[src/rtl/plot_arbiter.sv]
// rtl/plot_arbiter.sv - pixel-write arbiter: per-source pending slots feeding one registered VGA write port (PLOT_ARB_RR_EN selects round-robin)
module plot_arbiter #(
    parameter int NUM_SRC  = 3,
    parameter int X_W      = 8,
    parameter int Y_W      = 7,
    parameter int COLOUR_W = 3
) (
    input  logic                         clk,
    input  logic                         resetn,
    input  logic [NUM_SRC-1:0]           src_req,
    input  logic [NUM_SRC*X_W-1:0]       src_x,
    input  logic [NUM_SRC*Y_W-1:0]       src_y,
    input  logic [NUM_SRC*COLOUR_W-1:0]  src_colour,
    input  logic                         hold,
    input  logic                         ovf_clr,
    output logic [NUM_SRC-1:0]           pending,
    output logic [NUM_SRC-1:0]           overflow,
    output logic [NUM_SRC-1:0]           grant,
    output logic [X_W-1:0]               x,
    output logic [Y_W-1:0]               y,
    output logic [COLOUR_W-1:0]          colour,
    output logic                         plot
);

    localparam int IDX_W = (NUM_SRC > 1) ? $clog2(NUM_SRC) : 1;

    logic [X_W-1:0]      slot_x      [NUM_SRC];
    logic [Y_W-1:0]      slot_y      [NUM_SRC];
    logic [COLOUR_W-1:0] slot_colour [NUM_SRC];

    logic               win_valid;
    logic [IDX_W-1:0]   win_idx;
    logic [NUM_SRC-1:0] issue_vec;
    logic [NUM_SRC-1:0] capture;
    logic [NUM_SRC-1:0] drop;

`ifdef PLOT_ARB_RR_EN
    logic [IDX_W-1:0] rr_ptr;

    // Round-robin pick: first pending slot after the last granted source; hold masks the winner.
    always_comb begin
        logic [IDX_W-1:0] cand;
        win_valid = 1'b0;
        win_idx   = '0;
        cand      = '0;
        for (int k = 1; k <= NUM_SRC; k++) begin
            cand = IDX_W'((int'(rr_ptr) + k) % NUM_SRC);
            if (!win_valid && pending[cand]) begin
                win_valid = 1'b1;
                win_idx   = cand;
            end
        end
        if (hold) begin
            win_valid = 1'b0;
        end
    end

    // Pointer remembers the last issued source; it moves only when a write is issued.
    always_ff @(posedge clk or negedge resetn) begin
        if (!resetn) begin
            rr_ptr <= IDX_W'(NUM_SRC - 1);
        end else if (win_valid) begin
            rr_ptr <= win_idx;
        end
    end
`else
    // Fixed priority pick: lowest pending index wins so the clear source always goes first.
    always_comb begin
        win_valid = 1'b0;
        win_idx   = '0;
        for (int i = NUM_SRC - 1; i >= 0; i--) begin
            if (pending[i]) begin
                win_valid = 1'b1;
                win_idx   = IDX_W'(i);
            end
        end
        if (hold) begin
            win_valid = 1'b0;
        end
    end
`endif

    // A slot accepts a new pixel when empty or when it is being drained on this edge; otherwise the request is dropped.
    always_comb begin
        issue_vec = '0;
        if (win_valid) begin
            issue_vec[win_idx] = 1'b1;
        end
        capture = src_req & (~pending | issue_vec);
        drop    = src_req & pending & ~issue_vec;
    end

    // Slot data registers load the requesting source's pixel on capture.
    always_ff @(posedge clk or negedge resetn) begin
        if (!resetn) begin
            for (int i = 0; i < NUM_SRC; i++) begin
                slot_x[i]      <= '0;
                slot_y[i]      <= '0;
                slot_colour[i] <= '0;
            end
        end else begin
            for (int i = 0; i < NUM_SRC; i++) begin
                if (capture[i]) begin
                    slot_x[i]      <= src_x[i*X_W +: X_W];
                    slot_y[i]      <= src_y[i*Y_W +: Y_W];
                    slot_colour[i] <= src_colour[i*COLOUR_W +: COLOUR_W];
                end
            end
        end
    end

    // Pending is set by capture and cleared by issue; overflow is sticky and a same-cycle drop beats ovf_clr.
    always_ff @(posedge clk or negedge resetn) begin
        if (!resetn) begin
            pending  <= '0;
            overflow <= '0;
        end else begin
            pending  <= capture | (pending & ~issue_vec);
            overflow <= drop | (ovf_clr ? '0 : overflow);
        end
    end

    // Registered write port: the winner's slot goes out with a one-cycle plot/grant; coordinates hold when idle.
    always_ff @(posedge clk or negedge resetn) begin
        if (!resetn) begin
            grant  <= '0;
            plot   <= 1'b0;
            x      <= '0;
            y      <= '0;
            colour <= '0;
        end else begin
            grant <= issue_vec;
            plot  <= win_valid;
            if (win_valid) begin
                x      <= slot_x[win_idx];
                y      <= slot_y[win_idx];
                colour <= slot_colour[win_idx];
            end
        end
    end

endmodule

[config.mk]
export PLATFORM = sky130hd
export DESIGN_NAME = plot_arbiter
export DESIGN_NICKNAME = d
export VERILOG_FILES = /design/src/rtl/plot_arbiter.sv
export SDC_FILE = /design/constraint.sdc
export NUM_CORES = 1
export LEC_CHECK = 0
export ABC_AREA = 1
export BUFFER_PORTS_ARGS = -buffer_cell sky130_fd_sc_hd__buf_4
export CORE_MARGIN = 1
export CORE_UTILIZATION = 53
export CTS_BUF_LIST = sky130_fd_sc_hd__clkbuf_8 sky130_fd_sc_hd__clkbuf_16
export CTS_CLUSTER_SIZE = 25
export DETAILED_ROUTE_END_ITERATION = 10
export HOLD_SLACK_MARGIN = 0.05
export PLACE_DENSITY = 0.85
export SLEW_MARGIN = 20
export SYNTH_ARGS = -nofsm -noshare
export SYNTH_HDL_FRONTEND = slang
export SYNTH_SLANG_ARGS = --single-unit
[constraint.sdc]
create_clock -name clk -period 1.7 [get_ports clk]
set_input_delay 0.255 -clock clk [delete_from_list [all_inputs] [get_ports clk]]
set_output_delay 0.255 -clock clk [all_outputs]
set_load 0.02 [all_outputs]
======== Word level (Yosys, flattened, before mapping) ========
Cells that the tools add are included.
storage, ports and cells
  bits in registers ....................... 82
  bits in latches ......................... 0
  bits in writable memories ............... 0
  bits in read-only memories .............. 0
  logic and storage cells ................. 50
  memories ................................ 0
operators by class
  $add $sub $neg .......................... 0
  multipliers ............................. 0
  divide/modulo/power cells ............... 0
  order comparisons ....................... 3
  eq/ne operators ......................... 0
  shifts and indexed selects .............. 0
  mux-type cells .......................... 20
  bitwise operators ....................... 10
  reduce and logical (&&, ||, !) cells .... 1
operators by type and width
  operator                                                    number
  binary-select mux 8 bit (select 2 bit)                      1
  two-way mux 8 bit                                           2
  binary-select mux 7 bit (select 2 bit)                      1
  two-way mux 7 bit                                           2
  AND 3 bit                                                   4
  two-way mux 3 bit                                           4
  bitwise OR 3 bit                                            3
  binary-select mux 3 bit (select 2 bit)                      1
  two-way mux 2 bit                                           3
  NOT 3 bit                                                   2
  two-way mux 1 bit                                           5
  >= comparator 3 bit, second input constant                  1
  less-than comparator 2 x 3 -> 1 bit, second input constant  1
  NOT 2 -> 3 bit                                              1
  demux 1 bit (select 2 bit)                                  1
  >= comparator 2 x 1 -> 1 bit, second input constant         1
  logical AND 1 bit                                           1

======== Depth between registers and ports, before layout ========
Gate-level depths: netlist of the first run.
  word-level depth ........................ 11
  depth in mapped cells ................... 8
  gate-level depth less buffers ........... 7

======== Worst setup path after synthesis of the first run ========
OpenSTA, ideal clock, no wires.
  path type ............................... register to register
  start point ............................. reg pending[0]
  end point ............................... reg slot_x[5] (netlist bit)
  arrival ................................. 1.317 ns
  path slack .............................. 0.266 ns
  cell stages (with the launch flop) ...... 8
  buffers on the path ..................... 1
  clock period less this slack ............ 1.434 ns
  cell sequence ........................... dfrtp_1 > nor2_2 > nand2_2 > o21ai_2 > nand2_2 > buf_2 > nand2_1 > nand2_1
between the ends
  cells in the longest elaborated chain, start to end .. 8
  elaborated cells between the ends (all ways) .. 11
  classes of those cells .................. order compare: 2; mux: 6; bitwise: 2; reduce/logical: 1
ends and longest elaborated chain
  element                                                                                                           RTL line  source
  start: declaration                                                                                                16        output logic [NUM_SRC-1:0] pending,
  start signal: assignment                                                                                          118       pending <= capture | (pending & ~issue_vec);
  two-way mux 2 bit                                                                                                 72        if (pending[i]) begin
  less-than comparator 2 x 3 -> 1 bit (implied by the code) / >= comparator 2 x 1 -> 1 bit (equally long branches)  87        issue_vec[win_idx] = 1'b1;
  logical AND 1 bit (implied by the code)                                                                           87
  two-way mux 1 bit (implied by the code)                                                                           87
  demux 1 bit (select 2 bit)                                                                                        87
  two-way mux 3 bit *                                                                                               86        if (win_valid) begin
  bitwise OR 3 bit *                                                                                                89        capture = src_req & (~pending | issue_vec);
  AND 3 bit *                                                                                                       89
  end signal: indexed assignment                                                                                    104       slot_x[i] <= src_x[i*X_W +: X_W];
  end: declaration                                                                                                  27        logic [X_W-1:0] slot_x [NUM_SRC];
Every way passes the cells marked *; elsewhere a longest branch is shown, timed or not.
A chain may end at the register's enable or synchronous reset.

======== Final worst setup path of the first run ========
  start point ............................. reg pending[0]
  end point ............................... reg x[1]
between the ends
  cells in the longest elaborated chain, start to end .. 5
  elaborated cells between the ends (all ways) .. 7
  classes of those cells .................. mux: 6; bitwise: 1
ends and longest elaborated chain
  element                                               RTL line  source
  two-way mux 2 bit                                     72
  NOT 2 -> 3 bit (implied by the code)                  135       x <= slot_x[win_idx];
  binary-select mux 8 bit (select 2 bit)                135
  two-way mux 8 bit (implied by the code) (2 in a row)  135
  end signal: assignment                                135
  end: declaration                                      19        output logic [X_W-1:0] x,
Parallel ways exist; a longest one is shown, timed or not. The select of a mux whose other input is x is not followed.

==> results of run 1 <==
stage by stage:
| step | instances | setup slack, ns | utilization [%] |
|---|---|---|---|
| finish | 578 | 0.2044 | 69.63 |
| global route | 578 | 0.08921 | 69.63 |
| CTS | 578 | 0.1917 | 69.63 |
| detailed placement | 561 | 0.1962 | 66.53 |
| global placement | 561 | 0.2633 | 66.53 |
| floorplan | 408 | 0.2664 | - |
registers in the layout, indices dropped and copies added, names as in the netlist:
register,count
overflow,3
grant,3
pending,3
slot_x,24
slot_y,21
y,7
colour,3
x,8
slot_colour,9
plot,1
routing by layer:
metal,up-vias,track usage [%]
met1,1449,36.05
met3,18,4.154
met5,-,0
li1,1493,-
met4,0,10.19
met2,118,42.32
worst paths after layout:
path                            start         end  slack [ns]
max                        pending[0]        x[1]        0.20
min                              hold    grant[1]        0.13
max reg2reg                pending[0]        x[1]        0.20
min reg2reg                slot_y[15]  slot_y[15]        0.48
max in group asynchronous      resetn   slot_x[1]        0.71
min in group asynchronous      resetn   slot_y[5]        0.39
power by group:
| part | switching (mW) | total, mW | leakage [nW] | internal, mW |
|---|---|---|---|---|
| Sequential | 0.269 | 2.67 | 0.986 | 2.40 |
| Combinational | 0.701 | 1.20 | 1.33 | 0.503 |
| Clock | 0.694 | 1.31 | 0.0919 | 0.615 |
placed cells by master, fill, tap and decap left out, types with 4 or more instances in the layout:
master / n
o21ai_1: 4
nand3_1: 60
inv_1: 20
nand2_1: 136
dfrtp_1: 82
a21oi_1: 29
buf_4: 97
o21ai_0: 5
clkbuf_8: 11
nor2_1: 22
o211ai_1: 9
nand2_2: 4
repair_timing:
action	in CTS	in global routing
setup endpoints to repair	0	0
hold buffers	1	0
hold endpoints to repair	30	0
cell families after synthesis:
| logic type | share of synthesized area [%] |
|---|---|
| AOI/OAI and AO/OA | 8.742 |
| buffers and inverters | 6.415 |
| DFF | 57.81 |
| and+or+nand+nor | 27.04 |
area by class of cell:
cell class | count | area (µm²) | area share, %
Clock inverter | 5 | 37.54 | 0.8394
Clock buffer | 11 | 151.4 | 3.386
Inverter | 23 | 86.33 | 1.931
Multi-Input combinational cell | 280 | 1270 | 28.40
Sequential cell | 82 | 2052 | 45.89
Timing Repair Buffer | 100 | 778.2 | 17.40
Tap cell | 77 | 96.34 | 2.154
critical path: stages, from the launching register on:
cell      delay (ns)
dfrtp_1         0.47
nor2_2          0.19
nand2_2         0.10
nand2_4         0.20
inv_2           0.20
o211ai_1        0.15
nand2_1         0.08
==> metrics.txt, run 1 <==
post-synth top area share=57.81%; worst r2r path cells=6; first-pass GRT wire length=14.49 mm; Tot Pwr=5.178 mW; Met3 Wirelength=569 µm; DR vias=3078; vias per cell=5.325; Max Used Layer=met4; clk_lat worst skew=0.34 ns; grt total ovfl=0; vias in the first global route=3131; share of cells above drive strength 1=25.55%; CORE AREA=6422 µm²; ranking of synthesized cells by area=dfrtp_1 58%, nand2_1 14%, nand3_1 8.5%, a21oi_1 4.1%, nor2_1 2.3%; Slew Limit Headroom=70.96%; Post-synth EDFFs=0; Max Slew Vio Count=0; Min Hold Slack=0.1263 ns; outcome=finished with violations; count leader, synth=nand2_1; worst clock skew=0.004947 ns; largest net degree at the start of global routing=36; I/O pin cnt=89; crit-path max FO=19; Async S/R FF share, synth=100.0%; clk slew on worst S/H paths=0.08 ns; GPL Wtd Cong=0.8460; post-route setup TNS=0 ns; synthesized area=3550 µm²; Post-CTS Setup Inserts=0; drt drc=10; Final Hold Violating Endpoints=0; Tmin final=1.496 ns; HPWL reported at the end of detailed placement=6.083 mm; CTS-repair resized insts=0; syn_area_per_cell=8.700 µm²; post-placement cell area=4273 µm²; commonest register cell after synthesis=dfrtp_1; Pwr Density=1158 nW/µm²; crit path DAT=1.72 ns; CP Launch Type=register; WHS Path Cells=2; worst vdd rail ir drop=0.5230 mV; Slew @ Worst Pin=0.4356 ns; overall die height=83.84 µm; wire per inst=14.67 µm; Die Area=7029 µm²; worst min path class=primary input to register; fin crit share=87.98%; fmax=668.6 MHz; Area Overhead vs Synth=25.98%; WL final=8.482 mm; #FFs+latches synth=82; cts bufs inserted=9; met2 routed WL=4.105 mm; RSZ-0062 raised after global routing=false; WP data required=1.92 ns; fillers=500; sequential fraction of the synthesis area=57.81%; count of final setup violators=0; total track usage=26.26%; Synth top cells by count=136 x nand2_1, 82 x dfrtp_1, 60 x nand3_1; Synth Net Count=469; Unique masters post-synth=22; CTS tree=done; Design Area, Final=4472 µm²; CP Capture Type=register; Sink Count=82; violated checks=design-rule violations; number of antenna diodes=0; number of port buffers=88; yosys warns=0; cell taking the most area after synthesis=dfrtp_1; drt pass-1 iters=7; htree depth=3; wire length on met1=3.621 mm; Die Wd=83.84 µm; post-synthesis cell count=408; antenna violations before repair=0; Starting Density=55.27%; number of routed nets with antenna violations=0; # Max-Cap Violations=0; worst setup path category=register to register; Pleak=2.408 nW; clk buf depth=2; Layout Nets=557; Clock Tree Root=clkbuf_8; Rows=29; Iter 0 DRT Violations=196
No activity file was read; power rests on OpenSTA's default activity.
==> run 2, diff against run 1 <==
PLACE_DENSITY = not set   (was 0.85)
PLACE_DENSITY_LB_ADDON = 0.3   (was not set)
==> metrics.txt, run 2 (same netlist as run 1, synthesis figures left out) <==
outcome=finished with violations (unchanged); violated checks=design-rule violations (unchanged); CTS tree=done (unchanged); flip-flop count of the largest register after layout=24 (unchanged); Die Wd=83.84 µm (unchanged); number of routed nets with antenna violations=0 (unchanged); worst setup path category=register to register (unchanged); CTS-repair resized insts=0 (unchanged); clk slew on worst S/H paths=0.08 ns (about the same); WP data required=1.92 ns (about the same); crit-path max FO=19 (unchanged); Bufs and invs on worst path=1 (unchanged); worst clock skew=0.01065 ns (was 0.004947 ns); count of final setup violators=0 (unchanged); CP Capture Type=register (unchanged); Layout Nets=556 (was 557); RSZ-0062 raised after global routing=false (unchanged); commonest non-fill, non-tap cell in the layout=nand2_1 (unchanged); post-route setup TNS=0 ns (unchanged); largest registers=slot_x x24, slot_y x21, slot_colour x9 (unchanged); CP Launch Type=register (unchanged); htree depth=3 (unchanged); vias per cell=5.311 (was 5.325); fin crit share=90.25% (was 87.98%); Clock Tree Root=clkbuf_8 (unchanged); I/O pin cnt=89 (unchanged); clk buf depth=2 (unchanged); crit-path cells=nor2_2 > nand2_2 > nand2_4 > inv_2 > nor2_1 > a21oi_1 (was nor2_2 > nand2_2 > nand2_4 > inv_2 > o211ai_1 > nand2_1); Starting Density=55.27% (unchanged); Tot Pwr=5.345 mW (was 5.178 mW); worst min path class=primary input to register (unchanged); most frequent cells in the layout=136 x nand2_1, 96 x buf_4, 82 x dfrtp_1, 60 x nand3_1, 29 x a21oi_1 (was 136 x nand2_1, 97 x buf_4, 82 x dfrtp_1, 60 x nand3_1, 29 x a21oi_1); vias in the first global route=2996 (was 3131); drt pass-1 iters=8 (was 7); largest net degree at the start of global routing=39 (was 36); WL final=8.523 mm (was 8.482 mm); worst r2r path cells=6 (unchanged); number of port buffers=88 (unchanged); drt drc=18 (was 10); DR vias=3059 (was 3078); cts bufs inserted=9 (unchanged); Max Slew Vio Count=0 (unchanged); WP depth=6 (unchanged); Final Hold Violating Endpoints=0 (unchanged); worst vdd rail ir drop=0.7212 mV (was 0.5230 mV); Iter 0 DRT Violations=181 (was 196); GPL Wtd Cong=0.8748 (was 0.8460); cell family with most CP delay=simple AND/OR/NAND/NOR gates (unchanged); total track usage=26.39% (was 26.26%); Rows=29 (unchanged); clk_lat worst skew=0.35 ns (was 0.34 ns); share of cells above drive strength 1=25.05% (was 25.55%); Die Area=7029 µm² (unchanged); Pwr Density=1192 nW/µm² (was 1158 nW/µm²); Area Overhead vs Synth=26.30% (was 25.98%); overall die height=83.84 µm (unchanged); Tmin final=1.534 ns (was 1.496 ns); Pleak=2.413 nW (was 2.408 nW); # Max-Cap Violations=0 (unchanged); antenna violations before repair=0 (unchanged); number of antenna diodes=0 (unchanged); Biggest register=slot_x (unchanged); Slew Limit Headroom=76.12% (was 70.96%); WHS Path Cells=2 (unchanged); grt total ovfl=0 (unchanged); CP peak stage delay=0.48 ns (was 0.47 ns); Sink Count=82 (unchanged); Slew @ Worst Pin=0.3570 ns (was 0.4356 ns); first-pass GRT wire length=14.55 mm (was 14.49 mm); wire per inst=14.80 µm (was 14.67 µm); HPWL reported at the end of detailed placement=6.098 mm (was 6.083 mm); CORE AREA=6422 µm² (unchanged); Critical-path top delay cell=dfrtp_1 (unchanged); fmax=651.8 MHz (was 668.6 MHz); crit path DAT=1.76 ns (was 1.72 ns)
-- run 2: cell types whose count changed in the layout (fill, tap and decap cells not counted), sizes merged --
cell / change
buf: -1
clkbuf: -2
clkinv: -1
bufinv: +2
-- run 2: worst register-to-register path, stage by stage (launching register included) --
cell and delay [ns]:
dfrtp_1 0.48, nor2_2 0.21, nand2_2 0.09, nand2_4 0.18, inv_2 0.20, nor2_1 0.18
a21oi_1 0.06
-- run 2: power breakdown --
part / internal (mW) / switching (mW) / total, mW
combinational: 0.502 / 0.691 / 1.19
sequential: 2.40 / 0.267 / 2.66
clock: 0.811 / 0.677 / 1.49
-- run 2: worst paths after layout --
kind / startpoint / to / slack (ns)
max: pending[0] / x[7] / 0.17
min: ovf_clr / overflow[1] / 0.13
max reg2reg: pending[0] / x[7] / 0.17
min reg2reg: slot_x[3] / slot_x[3] / 0.48
max in group asynchronous: resetn / colour[1] / 0.75
min in group asynchronous: resetn / x[0] / 0.35
-- run 2: cell type report --
class,count,area [µm²]
Timing Repair Buffer,99,770.7
Multi-Input combinational cell,280,1270
Tap cell,77,96.34
Sequential cell,82,2052
Fill cell,524,1939
Inverter,23,86.33
Clock buffer,9,123.9
Clock inverter,6,83.83
-- run 2: what timing repair did --
action                                 CTS  global route
endpoints found under the hold margin   24             0
hold buffers                             1             0
buffers inserted                         0             0
-- run 2: stage by stage --
stage / utilization, % / instances / area, µm² / hold slack (ns) / setup slack, ns
after CTS: 69.80 / 576 / 4483 / 0.1157 / 0.1642
after floorplan: - / 408 / 3550 / -0.04059 / 0.2664
after detailed placement: 66.41 / 560 / 4265 / 0.1838 / 0.2031
final: 69.80 / 576 / 4483 / 0.1258 / 0.1658
after global placement: 66.41 / 560 / 4265 / 0.1852 / 0.2620
after global routing: 69.80 / 576 / 4483 / 0.1235 / 0.02239
-- run 2: layer usage --
layer	vias up	GRT usage (%)	part of all wire (%)
li1	1494	-	-
met2	119	40.98	47
met1	1440	37.87	45
met3	6	6.330	7.3
met5	-	0	0
met4	0	6.270	0.76
==> run 3, diff against run 2 <==
CORE_ASPECT_RATIO = 0.6   (was not set)
==> metrics.txt, run 3 (same netlist as run 1, synthesis figures left out) <==
worst min path class=primary input to register (unchanged); worst hold start=hold (was ovf_clr); largest registers=slot_x x24, slot_y x21, slot_colour x9 (unchanged); CP Capture Type=register (unchanged); Sink Count=82 (unchanged); area of the multi-input gates=1270 µm² (unchanged); CP peak stage delay=0.48 ns (about the same); worst setup path category=register to register (unchanged); Design Area, Final=4494 µm² (was 4483 µm²); wire per inst=14.85 µm (was 14.80 µm); Starting Density=56.56% (was 55.27%); hold endpoint=grant[1] (was overflow[1]); fmax=628.9 MHz (was 651.8 MHz); largest net degree at the start of global routing=62 (was 39); HPWL reported at the end of detailed placement=6.284 mm (was 6.098 mm); fin util=71.61% (was 69.80%); number of port buffers=88 (unchanged); Layout Nets=558 (was 556); Max Slew Vio Count=0 (unchanged); WP data required=1.94 ns (was 1.92 ns); reg2reg end=slot_x[23] (was x[7]); antenna violations before repair=0 (unchanged); fin crit share=93.53% (was 90.25%); htree depth=3 (unchanged); WL final=8.687 mm (was 8.523 mm); CTS tree=done (unchanged); GPL Wtd Cong=0.8739 (was 0.8748); Clock Tree Root=clkbuf_8 (unchanged); Pleak=2.417 nW (was 2.413 nW); Min Hold Slack=0.1288 ns (was 0.1258 ns); worst r2r path cells=7 (was 6); CP Launch Type=register (unchanged); Die Wd=107.7 µm (was 83.84 µm); Pwr Density=1197 nW/µm² (was 1192 nW/µm²); number of routed nets with antenna violations=0 (unchanged); Rows=22 (was 29); post-placement cell area=4277 µm² (was 4265 µm²); share of cells above drive strength 1=25.35% (was 25.05%); crit path DAT=1.83 ns (was 1.76 ns); WHS Path Cells=2 (unchanged); Slew @ Worst Pin=0.3465 ns (was 0.3570 ns); worst clock skew=0.008485 ns (was 0.01065 ns); grt total ovfl=0 (unchanged); clk buf depth=2 (unchanged); first-pass GRT wire length=14.47 mm (was 14.55 mm); drt drc=0 (was 18); vias per cell=5.262 (was 5.311); drt pass-1 iters=5 (was 8); flip-flop count of the largest register after layout=24 (unchanged); worst r2r src=pending[0] (unchanged); vias in the first global route=2883 (was 2996); Slew Limit Headroom=76.82% (was 76.12%); fillers=478 (was 524); Bufs and invs on worst path=1 (unchanged); R2R setup slack=0.11 ns (was 0.17 ns); worst vdd rail ir drop=0.5549 mV (was 0.7212 mV); commonest non-fill, non-tap cell in the layout=nand2_1 (unchanged); RSZ-0062 raised after global routing=false (unchanged); clk_lat worst skew=0.35 ns (about the same); clk slew on worst S/H paths=0.08 ns (about the same); outcome=completed (was finished with violations); Die Area=7039 µm² (was 7029 µm²); Iter 0 DRT Violations=301 (was 181); I/O pin cnt=89 (unchanged); DP Cell Count=569 (was 560); number of antenna diodes=0 (unchanged); Final Hold Violating Endpoints=0 (unchanged); cell family with most CP delay=simple AND/OR/NAND/NOR gates (unchanged); Area Overhead vs Synth=26.61% (was 26.30%); register area=2052 µm² (unchanged); DR vias=3078 (was 3059); Critical-path top delay cell=dfrtp_1 (unchanged); Post-CTS Setup Inserts=0 (unchanged); crit-path cells=nor2_2 > nand2_2 > nand3_1 > nand2_2 > buf_4 > nand3_1 > nand2_1 (was nor2_2 > nand2_2 > nand2_4 > inv_2 > nor2_1 > a21oi_1); most frequent cells in the layout=136 x nand2_1, 99 x buf_4, 82 x dfrtp_1, 60 x nand3_1, 29 x a21oi_1 (was 136 x nand2_1, 96 x buf_4, 82 x dfrtp_1, 60 x nand3_1, 29 x a21oi_1); cts bufs inserted=9 (unchanged); post-route setup TNS=0 ns (unchanged); total track usage=27.85% (was 26.39%); Tmin final=1.590 ns (was 1.534 ns); overall die height=65.39 µm (was 83.84 µm); count of final setup violators=0 (unchanged); # Max-Cap Violations=0 (unchanged); CORE AREA=6276 µm² (was 6422 µm²); Biggest register=slot_x (unchanged); Cell Count, Final, Fillers Out=585 (was 576); crit-path max FO=12 (was 19)
[run 3: cell types whose count changed in the layout (fill, tap and decap cells not counted)]
cell     previous run  this run
o21ai_0             5         4
buf_4              96        99
buf_12              2         1
o21ai_1             4         5
[run 3: what timing repair did]
item,in CTS,in global routing
hold buffers,1,0
setup endpoints to repair,0,1
hold endpoints to repair,21,0
gates resized for setup,0,1
[run 3: worst max-delay path by stage]
| stage | end | from | slack, ns | depth (start not counted) |
|---|---|---|---|---|
| after floorplan | slot_x[5] | pending[0] | 0.27 | 7 |
| after global placement | slot_y[19] | pending[0] | 0.21 | 7 |
| after detailed placement | slot_x[23] | pending[0] | 0.15 | 7 |
| after CTS | slot_x[23] | pending[0] | 0.14 | 7 |
| after global routing | slot_colour[7] | pending[0] | 0.002 | 7 |
| final | slot_x[23] | pending[0] | 0.11 | 7 |
[run 3: final cells by class]
cell class,count,area share [%]
Clock buffer,9,2.756
Tap cell,84,2.339
Sequential cell,82,45.66
Multi-Input combinational cell,280,28.26
Timing Repair Buffer,101,17.20
Inverter,23,1.921
Clock inverter,6,1.865
[run 3: report_power, final]
group          internal, mW  leakage [nW]  switching [mW]
combinational         0.503          1.33           0.707
sequential             2.40         0.986           0.281
clock                 0.811         0.103           0.681
[run 3: worst register-to-register path: stages (launching register included)]
cell     delay (ns)
dfrtp_1        0.48
nor2_2         0.20
nand2_2        0.10
nand3_1        0.14
nand2_2        0.17
buf_4          0.23
nand3_1        0.09
nand2_1        0.07
[run 3: per-stage QoR]
step | setup WS (ns) | total power [mW]
2_1_floorplan | 0.2664 | 3.337
3_3_place_gp | 0.2088 | 3.846
3_5_place_dp | 0.1503 | 3.897
4_1_cts | 0.1398 | 5.386
5_1_grt | 0.002496 | 5.687
6_report | 0.1100 | 5.378
[run 3: layer usage]
layer | up-vias | part of all wire (%) | wire length, µm | GRT usage [%]
li1 | 1495 | - | - | -
met1 | 1427 | 48 | 4171 | 41.34
met2 | 145 | 41 | 3542 | 38.30
met3 | 11 | 10 | 891 | 9.722
met4 | 0 | 0.93 | 81 | 7.877
met5 | - | 0 | 0 | 0
